==> config.mk <==
export PLATFORM = sky130hd
export DESIGN_NAME = ad9361_capture_ctrl
export DESIGN_NICKNAME = d
export VERILOG_FILES = /design/src/rtl/ad9361_ctrl_pkg.sv /design/src/rtl/ad9361_skew_mon.sv /design/src/rtl/ad9361_capture_ctrl.sv
export SDC_FILE = /design/constraint.sdc
export NUM_CORES = 1
export LEC_CHECK = 0
export ABC_AREA = 1
export ABC_CLOCK_PERIOD_IN_PS = 5200
export CORE_MARGIN = 3
export CORE_UTILIZATION = 59
export CTS_CLUSTER_DIAMETER = 200
export DETAILED_ROUTE_END_ITERATION = 7
export HOLD_SLACK_MARGIN = 0.12
export PLACE_DENSITY_LB_ADDON = 0.05
export SKIP_CTS_REPAIR_TIMING = 1
export SYNTH_ARGS = -nofsm -noshare
export SYNTH_HDL_FRONTEND = slang
export SYNTH_SLANG_ARGS = --single-unit
==> constraint.sdc <==
create_clock -name clk -period 5.2 [get_ports clk]
set_input_delay 1.04 -clock clk [delete_from_list [all_inputs] [get_ports clk]]
set_output_delay 1.04 -clock clk [all_outputs]
set_load 0.05 [all_outputs]
==> src/rtl/ad9361_ctrl_pkg.sv <==
// Shared definitions for the dual AD9361 capture controller.
//   state_t            : capture sequencer states (2-bit)
//   DEF_CNT_WIDTH      : default width of burst-length / sample counters
//   DEF_SETTLE_CYCLES  : default ENABLE settle interval in clk cycles
//   DEF_SKEW_MAX       : default allowed A-to-B beat skew in clk cycles
package ad9361_ctrl_pkg;

    typedef enum logic [1:0] {
        ST_IDLE      = 2'd0,
        ST_SETTLE    = 2'd1,
        ST_WAIT_TRIG = 2'd2,
        ST_CAPTURE   = 2'd3
    } state_t;

    localparam int DEF_CNT_WIDTH     = 24;
    localparam int DEF_SETTLE_CYCLES = 64;
    localparam int DEF_SKEW_MAX      = 4;

endpackage

==> src/rtl/ad9361_skew_mon.sv <==
// A/B beat alignment monitor for the dual AD9361 receive path.
//   clk, reset : core clock, synchronous active-high reset
//   clear      : clears pending state and the sticky error (accepted start)
//   active     : monitor enabled (capture in progress); pending state drops when low
//   valid_a/b  : chip-A / chip-B sample beats
//   skew_err   : sticky misalignment flag
module ad9361_skew_mon
    import ad9361_ctrl_pkg::*;
#(
    parameter int SKEW_MAX = DEF_SKEW_MAX
) (
    input  logic clk,
    input  logic reset,
    input  logic clear,
    input  logic active,
    input  logic valid_a,
    input  logic valid_b,
    output logic skew_err
);

    localparam int TW = $clog2(SKEW_MAX + 2);

    logic          pend_a;
    logic          pend_b;
    logic [TW-1:0] timer;
    logic          only_a;
    logic          only_b;

    // Simultaneous A and B beats pair with each other and leave pending state alone.
    assign only_a = valid_a & ~valid_b;
    assign only_b = valid_b & ~valid_a;

    always_ff @(posedge clk) begin
        if (reset) begin
            pend_a   <= 1'b0;
            pend_b   <= 1'b0;
            timer    <= '0;
            skew_err <= 1'b0;
        end else if (clear) begin
            pend_a   <= 1'b0;
            pend_b   <= 1'b0;
            timer    <= '0;
            skew_err <= 1'b0;
        end else if (!active) begin
            pend_a <= 1'b0;
            pend_b <= 1'b0;
            timer  <= '0;
        end else if (pend_a | pend_b) begin
            if ((pend_a & only_b) | (pend_b & only_a)) begin
                pend_a <= 1'b0;
                pend_b <= 1'b0;
                timer  <= '0;
            end else begin
                if ((pend_a & only_a) | (pend_b & only_b))
                    skew_err <= 1'b1;
                // timer holds the age of the pending beat; at SKEW_MAX with no
                // match this cycle the next cycle exceeds the limit
                if (timer >= TW'(SKEW_MAX))
                    skew_err <= 1'b1;
                else
                    timer <= timer + TW'(1);
            end
        end else if (only_a) begin
            pend_a <= 1'b1;
            timer  <= TW'(1);
        end else if (only_b) begin
            pend_b <= 1'b1;
            timer  <= TW'(1);
        end
    end

endmodule

==> src/rtl/ad9361_capture_ctrl.sv <==
// Capture sequencer for the dual AD9361 receive path.
//   cfg_start/abort     : start / abort pulses
//   cfg_continuous      : re-arm the burst counter after each burst
//   cfg_trig_en         : wait for a trigger rising edge after settle
//   cfg_num_samples     : burst length in chip-A beats (latched on start)
//   trigger             : external level trigger
//   valid_a/b           : chip-A / chip-B beats
//   enable_a/b, txnrx   : AD9361 control pins
//   gate, last          : serializer qualifier and tlast source
//   busy, done          : activity status and burst-complete pulse
//   skew_err            : sticky A/B misalignment flag
//   samp_count          : beats captured in the current burst
module ad9361_capture_ctrl
    import ad9361_ctrl_pkg::*;
#(
    parameter int CNT_WIDTH     = DEF_CNT_WIDTH,
    parameter int SETTLE_CYCLES = DEF_SETTLE_CYCLES,
    parameter int SKEW_MAX      = DEF_SKEW_MAX
) (
    input  logic                 clk,
    input  logic                 reset,
    input  logic                 cfg_start,
    input  logic                 cfg_abort,
    input  logic                 cfg_continuous,
    input  logic                 cfg_trig_en,
    input  logic [CNT_WIDTH-1:0] cfg_num_samples,
    input  logic                 trigger,
    input  logic                 valid_a,
    input  logic                 valid_b,
    output logic                 enable_a,
    output logic                 enable_b,
    output logic                 txnrx,
    output logic                 gate,
    output logic                 last,
    output logic                 busy,
    output logic                 done,
    output logic                 skew_err,
    output logic [CNT_WIDTH-1:0] samp_count
);

    localparam int SW = (SETTLE_CYCLES > 1) ? $clog2(SETTLE_CYCLES) : 1;

    state_t               state;
    state_t               state_nxt;
    logic [CNT_WIDTH-1:0] num_lat;
    logic                 cont_lat;
    logic                 trig_en_lat;
    logic [SW-1:0]        settle_cnt;
    logic                 trig_q;
    logic                 enable_r;
    logic                 done_r;
    logic                 start_ok;
    logic                 trig_rise;
    logic                 beat;
    logic                 last_beat;

    assign start_ok  = (state == ST_IDLE) & cfg_start & ~cfg_abort;
    assign trig_rise = trigger & ~trig_q;
    // Reset also drops the qualifier so a reset landing on the final beat emits no last.
    assign gate      = (state == ST_CAPTURE) & ~cfg_abort & ~reset;
    assign beat      = gate & valid_a;
    assign last_beat = beat & (samp_count == num_lat - CNT_WIDTH'(1));

    assign last     = last_beat;
    assign busy     = (state != ST_IDLE);
    assign done     = done_r;
    assign enable_a = enable_r;
    assign enable_b = enable_r;
    assign txnrx    = 1'b0;

    always_comb begin
        state_nxt = state;
        case (state)
            ST_IDLE:
                if (start_ok && (cfg_num_samples != '0))
                    state_nxt = ST_SETTLE;
            ST_SETTLE:
                if (settle_cnt == SW'(SETTLE_CYCLES - 1))
                    state_nxt = trig_en_lat ? ST_WAIT_TRIG : ST_CAPTURE;
            ST_WAIT_TRIG:
                if (trig_rise)
                    state_nxt = ST_CAPTURE;
            ST_CAPTURE:
                if (last_beat && !cont_lat)
                    state_nxt = ST_IDLE;
            default:
                state_nxt = ST_IDLE;
        endcase
        if (cfg_abort)
            state_nxt = ST_IDLE;
    end

    always_ff @(posedge clk) begin
        if (reset) begin
            state       <= ST_IDLE;
            num_lat     <= '0;
            cont_lat    <= 1'b0;
            trig_en_lat <= 1'b0;
            settle_cnt  <= '0;
            trig_q      <= 1'b0;
            enable_r    <= 1'b0;
            done_r      <= 1'b0;
            samp_count  <= '0;
        end else begin
            state    <= state_nxt;
            trig_q   <= trigger;
            // Registered from the next state so the pins rise on the first SETTLE
            // cycle and fall on the first IDLE cycle.
            enable_r <= (state_nxt != ST_IDLE);
            done_r   <= 1'b0;

            if (state == ST_SETTLE)
                settle_cnt <= settle_cnt + SW'(1);
            else
                settle_cnt <= '0;

            if (start_ok) begin
                num_lat     <= cfg_num_samples;
                cont_lat    <= cfg_continuous;
                trig_en_lat <= cfg_trig_en;
                samp_count  <= '0;
                if (cfg_num_samples == '0)
                    done_r <= 1'b1;
            end else if (beat) begin
                if (last_beat && cont_lat) begin
                    samp_count <= '0;
                end else begin
                    samp_count <= samp_count + CNT_WIDTH'(1);
                    if (last_beat)
                        done_r <= 1'b1;
                end
            end
        end
    end

    ad9361_skew_mon #(
        .SKEW_MAX(SKEW_MAX)
    ) u_skew_mon (
        .clk     (clk),
        .reset   (reset),
        .clear   (start_ok),
        .active  (state == ST_CAPTURE),
        .valid_a (valid_a),
        .valid_b (valid_b),
        .skew_err(skew_err)
    );

endmodule

# == After elaboration in Yosys (flattened, before gate mapping) ==
# Index checks and enable logic that the tools add are counted.
# op_classes
n_addsub,4
magnitude_cmp,1
n_eq_ne,8
n_mux,26
bitwise,24
reduce_logical,20
# ops
op,count
$add A24 B1 Y24 const B,1
$eq A24 B24 Y1,1
$logic_not A24 Y1,1
$mux W24,1
$reduce_bool A24 Y1,1
$sub A24 B1 Y24 const B,1
$mux W3,5
$mux W1,14
$and A1 B1 Y1,13
$mux W2,5
$reduce_bool A2 Y1,5
$not A1 Y1,8
$pmux W2 S4,1
$add A6 B1 Y6 const B,1
$eq A6 B6 Y1 const B,1
$eq A2 B2 Y1 const B,2
$ne A2 B2 Y1 const B,2
$reduce_and A2 Y1,2
$reduce_and A4 Y1,1
$reduce_or A2 Y1,2
$add A3 B1 Y3 const B,1
$ge A3 B3 Y1 const B,1
$logic_and A1 B1 Y1,3
$ne A3 B3 Y1 const B,1
7 further kinds,9
# word_totals
reg_bits,67
in_bits,33
out_inout_bits,32
word_cells,96

# == Logic depth before layout (Yosys ltp) ==
# Gate-level depths: netlist of the first run.
# depth
ltp_word,10
mapped_depth,18
ltp_nobuf,18

# == Cells and area by module ==
# A second synthesis of the first run with hierarchy kept.
# unflattened
hier_cells,621
area_unflattened_um2,4062.6
# by_module_without_submodules
module,instances,cells_per_inst,area_per_inst_um2,seq_area_each_um2
ad9361_capture_ctrl,1,567,3679.8,1221.2
ad9361_skew_mon,1,54,382.9,120.1

# == Worst setup path before layout of the first run ==
# Ideal clock, no wire load.
# synth_path
kind,in2out
start,input reset
end,output last
t_arrival_ns,2.533
t_required_ns,4.160
slack_ns,1.627
path_stages,12
n_path_buf,0
path_cell_list,inv_2 nand2_4 nor2_4 nand2_4 clkinv_2 nand3_1 nor2_1 nand2_1 nor2_1 and3_1 nand4_1 inv_1
# synth_between
elab_chain_cells,4
# synth_lines
element,line_no,text
"start, declared",ad9361_capture_ctrl.sv:21,"input logic reset,"
$not A1 Y1,ad9361_capture_ctrl.sv:60,assign gate = (state == ST_CAPTURE) & ~cfg_abort & ~reset;
$and A1 B1 Y1,ad9361_capture_ctrl.sv:60,
net gate,ad9361_capture_ctrl.sv:33,"output logic gate,"
$and A1 B1 Y1,ad9361_capture_ctrl.sv:61,assign beat = gate & valid_a;
$and A1 B1 Y1,ad9361_capture_ctrl.sv:62,assign last_beat = beat & (samp_count == num_lat - CNT_WIDTH'(1));
"end, declared",ad9361_capture_ctrl.sv:34,"output logic last,"
# The timed path passes the listed nets, and every way through them passes these cells.

# == Worst setup path in the final report of the first run ==
# layout_path
start,input reset
end,output last
# layout_between
elab_chain_cells,4
# layout_lines
element,line_no
$not A1 Y1,ad9361_capture_ctrl.sv:60
$and A1 B1 Y1,ad9361_capture_ctrl.sv:60
$and A1 B1 Y1,ad9361_capture_ctrl.sv:61
$and A1 B1 Y1,ad9361_capture_ctrl.sv:62
# Every way passes these cells.

==> results of run 1 <==
## sequential cells by signal (all words and copies together) (netlist names)
register / cells
settle_cnt: 6
u_skew_mon.pend_b: 1
state: 2
u_skew_mon.pend_a: 1
enable_a: 1
trig_en_lat: 1
u_skew_mon.timer: 3
u_skew_mon.skew_err: 1
done: 1
num_lat: 24
samp_count: 24
trig_q: 1
cont_lat: 1
## routing by layer
metal  global-route usage, %  vias to the layer above  routed length [um]  part of all wire (%)
li1                        -                     2190                   -                     -
met1                   32.72                     1982                4720                    44
met2                   45.49                      169                5196                    48
met3                   4.640                       27                 659                   6.1
met4                   8.920                        0                 246                   2.3
met5                       0                        -                   0                     0
## synth_stat cells, drive strengths merged
cell type,count
and3,3
xor2,23
nand2,144
and2,1
xnor2,11
a211oi,3
o31ai,2
o22ai,3
a221oi,1
xor3,1
conb,1
a21oi,30
clkinv,1
inv,85
nor4,8
nor3b,3
o221ai,1
a22o,1
clkbuf,10
dfxtp,67
nand4,13
a22oi,1
ha,5
nor2,120
o21ai,42
nor3,9
or2,2
buf,6
nand3,39
nand3b,11
## final timing paths
check | slack (ns) | start | cells after the start | to
setup / recovery | 0.62 | reset | 14 | last
setup reg to reg | 2.58 | num_lat[0]$_SDFFE_PP0P_ | 14 | samp_count[11]$_SDFFE_PP0P_
hold reg to reg | 0.46 | u_skew_mon.skew_err$_SDFFE_PP0P_ | 2 | u_skew_mon.skew_err$_SDFFE_PP0P_
hold / removal | 0.46 | u_skew_mon.skew_err$_SDFFE_PP0P_ | 2 | u_skew_mon.skew_err$_SDFFE_PP0P_
## layout by cell type (no fill, tap or decap), drive strengths merged, types with 2 or more instances in the layout
cell type	netlist	final
clkinv	1	4
nor3b	3	3
nand3	39	39
nor4	8	8
clkbuf	10	9
xnor2	11	11
nand3b	11	11
nand2	144	144
inv	85	87
o22ai	3	3
and3	3	3
clkdlybuf4s50	0	63
xor2	23	23
or2	2	2
dfxtp	67	67
buf	6	2
nor2	120	120
o31ai	2	2
o21ai	42	42
a211oi	3	3
nand4	13	13
clkinvlp	0	2
a21oi	30	30
ha	5	5
nor3	9	9
## metrics by stage
| step | utilization, % | cell area (um2) | hold slack, ns | power (mW) | setup WS, ns |
|---|---|---|---|---|---|
| finish | 74.04 | 5114 | 0.4584 | 1.224 | 0.6158 |
| global route | 74.04 | 5114 | 0.4765 | 1.288 | 0.4792 |
| CTS | 74.04 | 5114 | 0.4536 | 1.224 | 0.6311 |
| detailed placement | 71.50 | 4938 | 0.4412 | 0.8322 | 0.6503 |
| global placement | 71.50 | 4938 | 0.4289 | 0.8252 | 0.7066 |
| floorplan | - | 4272 | 0.4176 | 0.7623 | 1.627 |
## power breakdown
| part | internal (mW) | switching, mW |
|---|---|---|
| Combinational | 0.106 | 0.177 |
| Clock | 0.175 | 0.219 |
| Sequential | 0.529 | 0.0179 |
| Total | 0.810 | 0.414 |
## layout make-up
| cell class | instances | area, um2 |
|---|---|---|
| Multi-Input combinational cell | 478 | 2507 |
| Fill cell | 597 | 1793 |
| Sequential cell | 67 | 1341 |
| Timing Repair Buffer | 65 | 645.6 |
| Inverter | 86 | 324.1 |
| Clock buffer | 9 | 123.9 |
| Tap cell | 96 | 120.1 |
| Clock inverter | 7 | 51.30 |
## cells by family (layout without fill, tap and decap cells)
group                    after synthesis  count (layout)  synth area share [%]
buffers and inverters                102             167                 9.900
XOR/XNOR                              35              35                 7.528
AO/OA/AOI/OAI                         84              84                 10.63
AND/OR/NAND/NOR                      353             353                 38.99
flip-flops                            67              67                 31.40
other                                  1               1               0.08779
adder cells (fa/ha/maj)                5               5                 1.465
## critical path: cells and delay by family
kind | cells | cell delay [ns]
buf+inv | 5 | 1.61
simple gates | 9 | 0.89
==> results.sh, run 1 <==
export IMPL_grt_max_degree=44
export IMPL_worst_slew_pin_slew_ns=0.4993
export IMPL_period_share_pct=88.16
export IMPL_cts_root_buffer="clkbuf_8"
export IMPL_cp_arrival_ns=3.54
export IMPL_globalplace_congestion=0.9075
export IMPL_setup_viol=0
export IMPL_synthToLayoutAreaGrowth_pct=19.71
export IMPL_antenna_found_initial=0
export IMPL_layout_drive_gt1_share_pct=7.444
export IMPL_antenna_cells=0
export IMPL_path_cells="clkdlybuf4s50_1 -> inv_2 -> nand2_4 -> nor2_4 -> nand2_4 -> clkinv_2 -> nand3_1 -> nor2_1 -> nand2_1 -> nor2_1 -> and3_1 -> nand4_1 -> inv_1 -> clkdlybuf4s50_1"
export IMPL_core_um2=6907
export IMPL_route_detailed_drc=0
export IMPL_vias_per_cell=5.406
export IMPL_die_x_um=91.09
export IMPL_slowest_delay_ns=0.79
export IMPL_syn_nets=685
export IMPL_fin_crit_ns=4.584
export IMPL_initial_core_util_pct=61.85
export IMPL_fmax_ghz=0.2181
export IMPL_ant_nets=0
export IMPL_routed_via_count=4368
export IMPL_wl_um=10820
export IMPL_drtIter0Drc=316
export IMPL_io_buffers=63
export IMPL_slew_violations=0
export IMPL_synthTopCellsByArea="dfxtp_1 31%, nand2_1 12%, nor2_1 8.8%, inv_1 7.4%, o21ai_0 4.8%"
export IMPL_peakVddDrop_mv=0.1361
export IMPL_p_leak_nw=2.219
export IMPL_htree_levels=3
export IMPL_nets=745
export IMPL_synth_cell_types=44
export IMPL_ys_warn_count=0
export IMPL_rsz0062_at_grt="no"
export IMPL_grt_pass1_wl_um=17860
export IMPL_hold_viol_final=0
export IMPL_cts_buffers=9
export IMPL_globalRouteOverflowTotal=0
export IMPL_dieArea_um2=8297
export IMPL_cts_tree="done"
export IMPL_synth_top_cell_by_area="dfxtp_1"
export IMPL_worst_setup_path_start_kind="input pin"
export IMPL_routedWlPerCell_um=13.39
export IMPL_worstSetupEndpointType="output port"
export IMPL_num_io_pins=65
export IMPL_rows=30
export IMPL_clockBufferDepth=2
export IMPL_synth_top_area_share_pct=31.40
export IMPL_syn_area_um2=4272
export IMPL_critPathKind="input pin to output port"
export IMPL_dieHeight_um=91.09
export IMPL_status="complete, no violations"
export IMPL_syn_avg_cell_area_um2=6.602
export IMPL_synth_seq_cells=67
export IMPL_cp_slowest_cell="clkdlybuf4s50_1"
export IMPL_slew_headroom_pct=66.61
export IMPL_first_global_vias=3990
export IMPL_dp_cells=792
export IMPL_dpl_hpwl_um=8338
export IMPL_first_pass_iters=5
export IMPL_clk_pin_slew_ns=0.08
export IMPL_hp_class="flop to flop"
export IMPL_clock_sinks=67
export IMPL_grtUsageTotal_pct=26.24
export IMPL_worstSkewPairLatency_ns=0.35
export IMPL_fin_cells=808
export IMPL_path_max_fanout=7
export IMPL_cap_violations=0
export IMPL_crit_required_ns=4.16
export IMPL_tns_ns=0
export IMPL_p_per_area_nw_per_um2=239.4
export IMPL_synthCells=647
export IMPL_yosysSeqAreaShare_pct=31.40
export IMPL_skew_ns=0.008096
(Power assumes the default switching activity.)
==> run 2, diff against run 1 <==
Settings changed: CORE_MARGIN 3 to 5.
==> run 2 against run 1 <==
Flip-flop and latch count unchanged; clock-buffer cell count did not move; cell area about the same; setup slack better by 0.0090 ns; wire length is 3.1% lower; clock power decreased by 2%; hold slack lost 0.0031 ns; combinational power is 2% lower; largest cell class unchanged.
==> results.sh, run 2 (same netlist as run 1, synthesis figures left out) <==
export IMPL_p_leak_nw=2.215
export IMPL_fin_cells=810
export IMPL_p_per_area_nw_per_um2=237.4
export IMPL_cts_tree="done"
export IMPL_dp_cells=795
export IMPL_peakVddDrop_mv=0.1404
export IMPL_dpl_hpwl_um=8325
export IMPL_cts_buffers=9
export IMPL_setup_viol=0
export IMPL_num_io_pins=65
export IMPL_worst_setup_path_start_kind="input pin"
export IMPL_routed_via_count=4361
export IMPL_period_share_pct=87.99
export IMPL_placed_cell_area_um2=4942
export IMPL_core_um2=7137
export IMPL_worstSkewPairLatency_ns=0.36
export IMPL_clock_sinks=67
export IMPL_hp_class="flop to flop"
export IMPL_htree_levels=3
export IMPL_nets=745
export IMPL_path_max_fanout=7
export IMPL_antenna_cells=0
export IMPL_grt_pass1_wl_um=17560
export IMPL_ant_nets=0
export IMPL_fmax_ghz=0.2186
export IMPL_rsz0062_at_grt="no"
export IMPL_critPathKind="input pin to output port"
export IMPL_final_cell_area_um2=5109
export IMPL_skew_ns=0.008634
export IMPL_synthToLayoutAreaGrowth_pct=19.60
export IMPL_startpoint="reset"
export IMPL_globalplace_congestion=0.9771
export IMPL_worstSetupEndpointType="output port"
export IMPL_fin_crit_ns=4.575
export IMPL_initial_core_util_pct=59.85
export IMPL_dieArea_um2=9042
export IMPL_drtIter0Drc=377
export IMPL_biggestRegsByFlops="num_lat: 24 flops, samp_count: 24 flops, settle_cnt: 6 flops"
export IMPL_first_pass_iters=5
export IMPL_globalRouteOverflowTotal=0
export IMPL_grtUsageTotal_pct=24.46
export IMPL_cap_violations=0
export IMPL_grt_max_degree=44
export IMPL_tns_ns=0
export IMPL_r2r_start="num_lat[0]$_SDFFE_PP0P_"
export IMPL_clk_pin_slew_ns=0.07
export IMPL_crit_required_ns=4.16
export IMPL_wl_um=10480
export IMPL_rows=31
export IMPL_antenna_found_initial=0
export IMPL_hold_viol_final=0
export IMPL_status="complete, no violations"
export IMPL_dieHeight_um=95.09
export IMPL_clockBufferDepth=2
export IMPL_cp_arrival_ns=3.54
export IMPL_worst_slew_pin_slew_ns=0.5095
export IMPL_slew_violations=0
export IMPL_slew_headroom_pct=65.93
export IMPL_die_x_um=95.09
export IMPL_hp_start="settle_cnt[0]$_SDFF_PP0_"
export IMPL_routedWlPerCell_um=12.94
export IMPL_io_buffers=63
export IMPL_cts_root_buffer="clkbuf_8"
export IMPL_layout_commonest_cell="nand2_1"
export IMPL_final_cell_mix="137 x nand2_1, 100 x nor2_1, 84 x inv_1, 67 x dfxtp_1, 63 x clkdlybuf4s50_1"
export IMPL_layout_drive_gt1_share_pct=7.314
export IMPL_vias_per_cell=5.384
export IMPL_first_global_vias=4022
export IMPL_route_detailed_drc=0
[run 2: cell count changes in the layout (fill, tap and decap cells not counted)]
cell   before  now
inv_6       2    1
[run 2: cell type report]
type                       count  area, um2
sequential                    67       1341
timing repair buffer          65      645.6
inverter                      86      324.1
multi-input combinational    478       2507
clock buffer                   9      123.9
tap                           99      123.9
clock inverter                 6      42.54
fill                         642       2028
[run 2: path summary, 6_finish.rpt]
path                                 end  slack (ns)  depth (start not counted)
min             settle_cnt[0]$_SDFF_PP0_        0.46                          1
min reg2reg     settle_cnt[0]$_SDFF_PP0_        0.46                          1
max                                 last        0.62                         14
max reg2reg  samp_count[11]$_SDFFE_PP0P_        2.60                         14
[run 2: power breakdown]
| group | internal, mW | switching [mW] | total [mW] |
|---|---|---|---|
| Combinational | 0.106 | 0.172 | 0.278 |
| Clock | 0.171 | 0.217 | 0.388 |
| Sequential | 0.530 | 0.0179 | 0.547 |
| Total | 0.806 | 0.407 | 1.21 |
[run 2: stage by stage]
stage	setup WS, ns	power, mW	util (%)	hold slack [ns]
floorplan	1.627	0.7623	-	0.4176
CTS	0.6325	1.214	71.58	0.4559
detailed placement	0.6422	0.8320	69.25	0.4469
global route	0.4830	1.282	71.58	0.5006
finish	0.6247	1.213	71.58	0.4554
global placement	0.7055	0.8251	69.25	0.4298
[run 2: worst max-delay path, cell delays in order]
cell	delay [ns]
clkdlybuf4s50_1	0.51
inv_2	0.13
nand2_4	0.07
nor2_4	0.11
nand2_4	0.11
clkinv_2	0.10
nand3_1	0.08
nor2_1	0.09
nand2_1	0.06
nor2_1	0.08
and3_1	0.19
nand4_1	0.09
inv_1	0.07
clkdlybuf4s50_1	0.79
[run 2: routing by layer]
layer	vias to the layer above	track usage [%]	share of wire (%)
met1	1978	30.58	44
met2	167	39.88	46
met4	0	11.06	3.1
met5	-	0	0
met3	27	5.762	6.7
li1	2189	-	-
==> run 3, diff against run 2 <==
Settings changed: CTS_CLUSTER_SIZE set to 40.
==> results of run 3 <==
No change in the layout: final DEF, timing and power equal those of run 2.
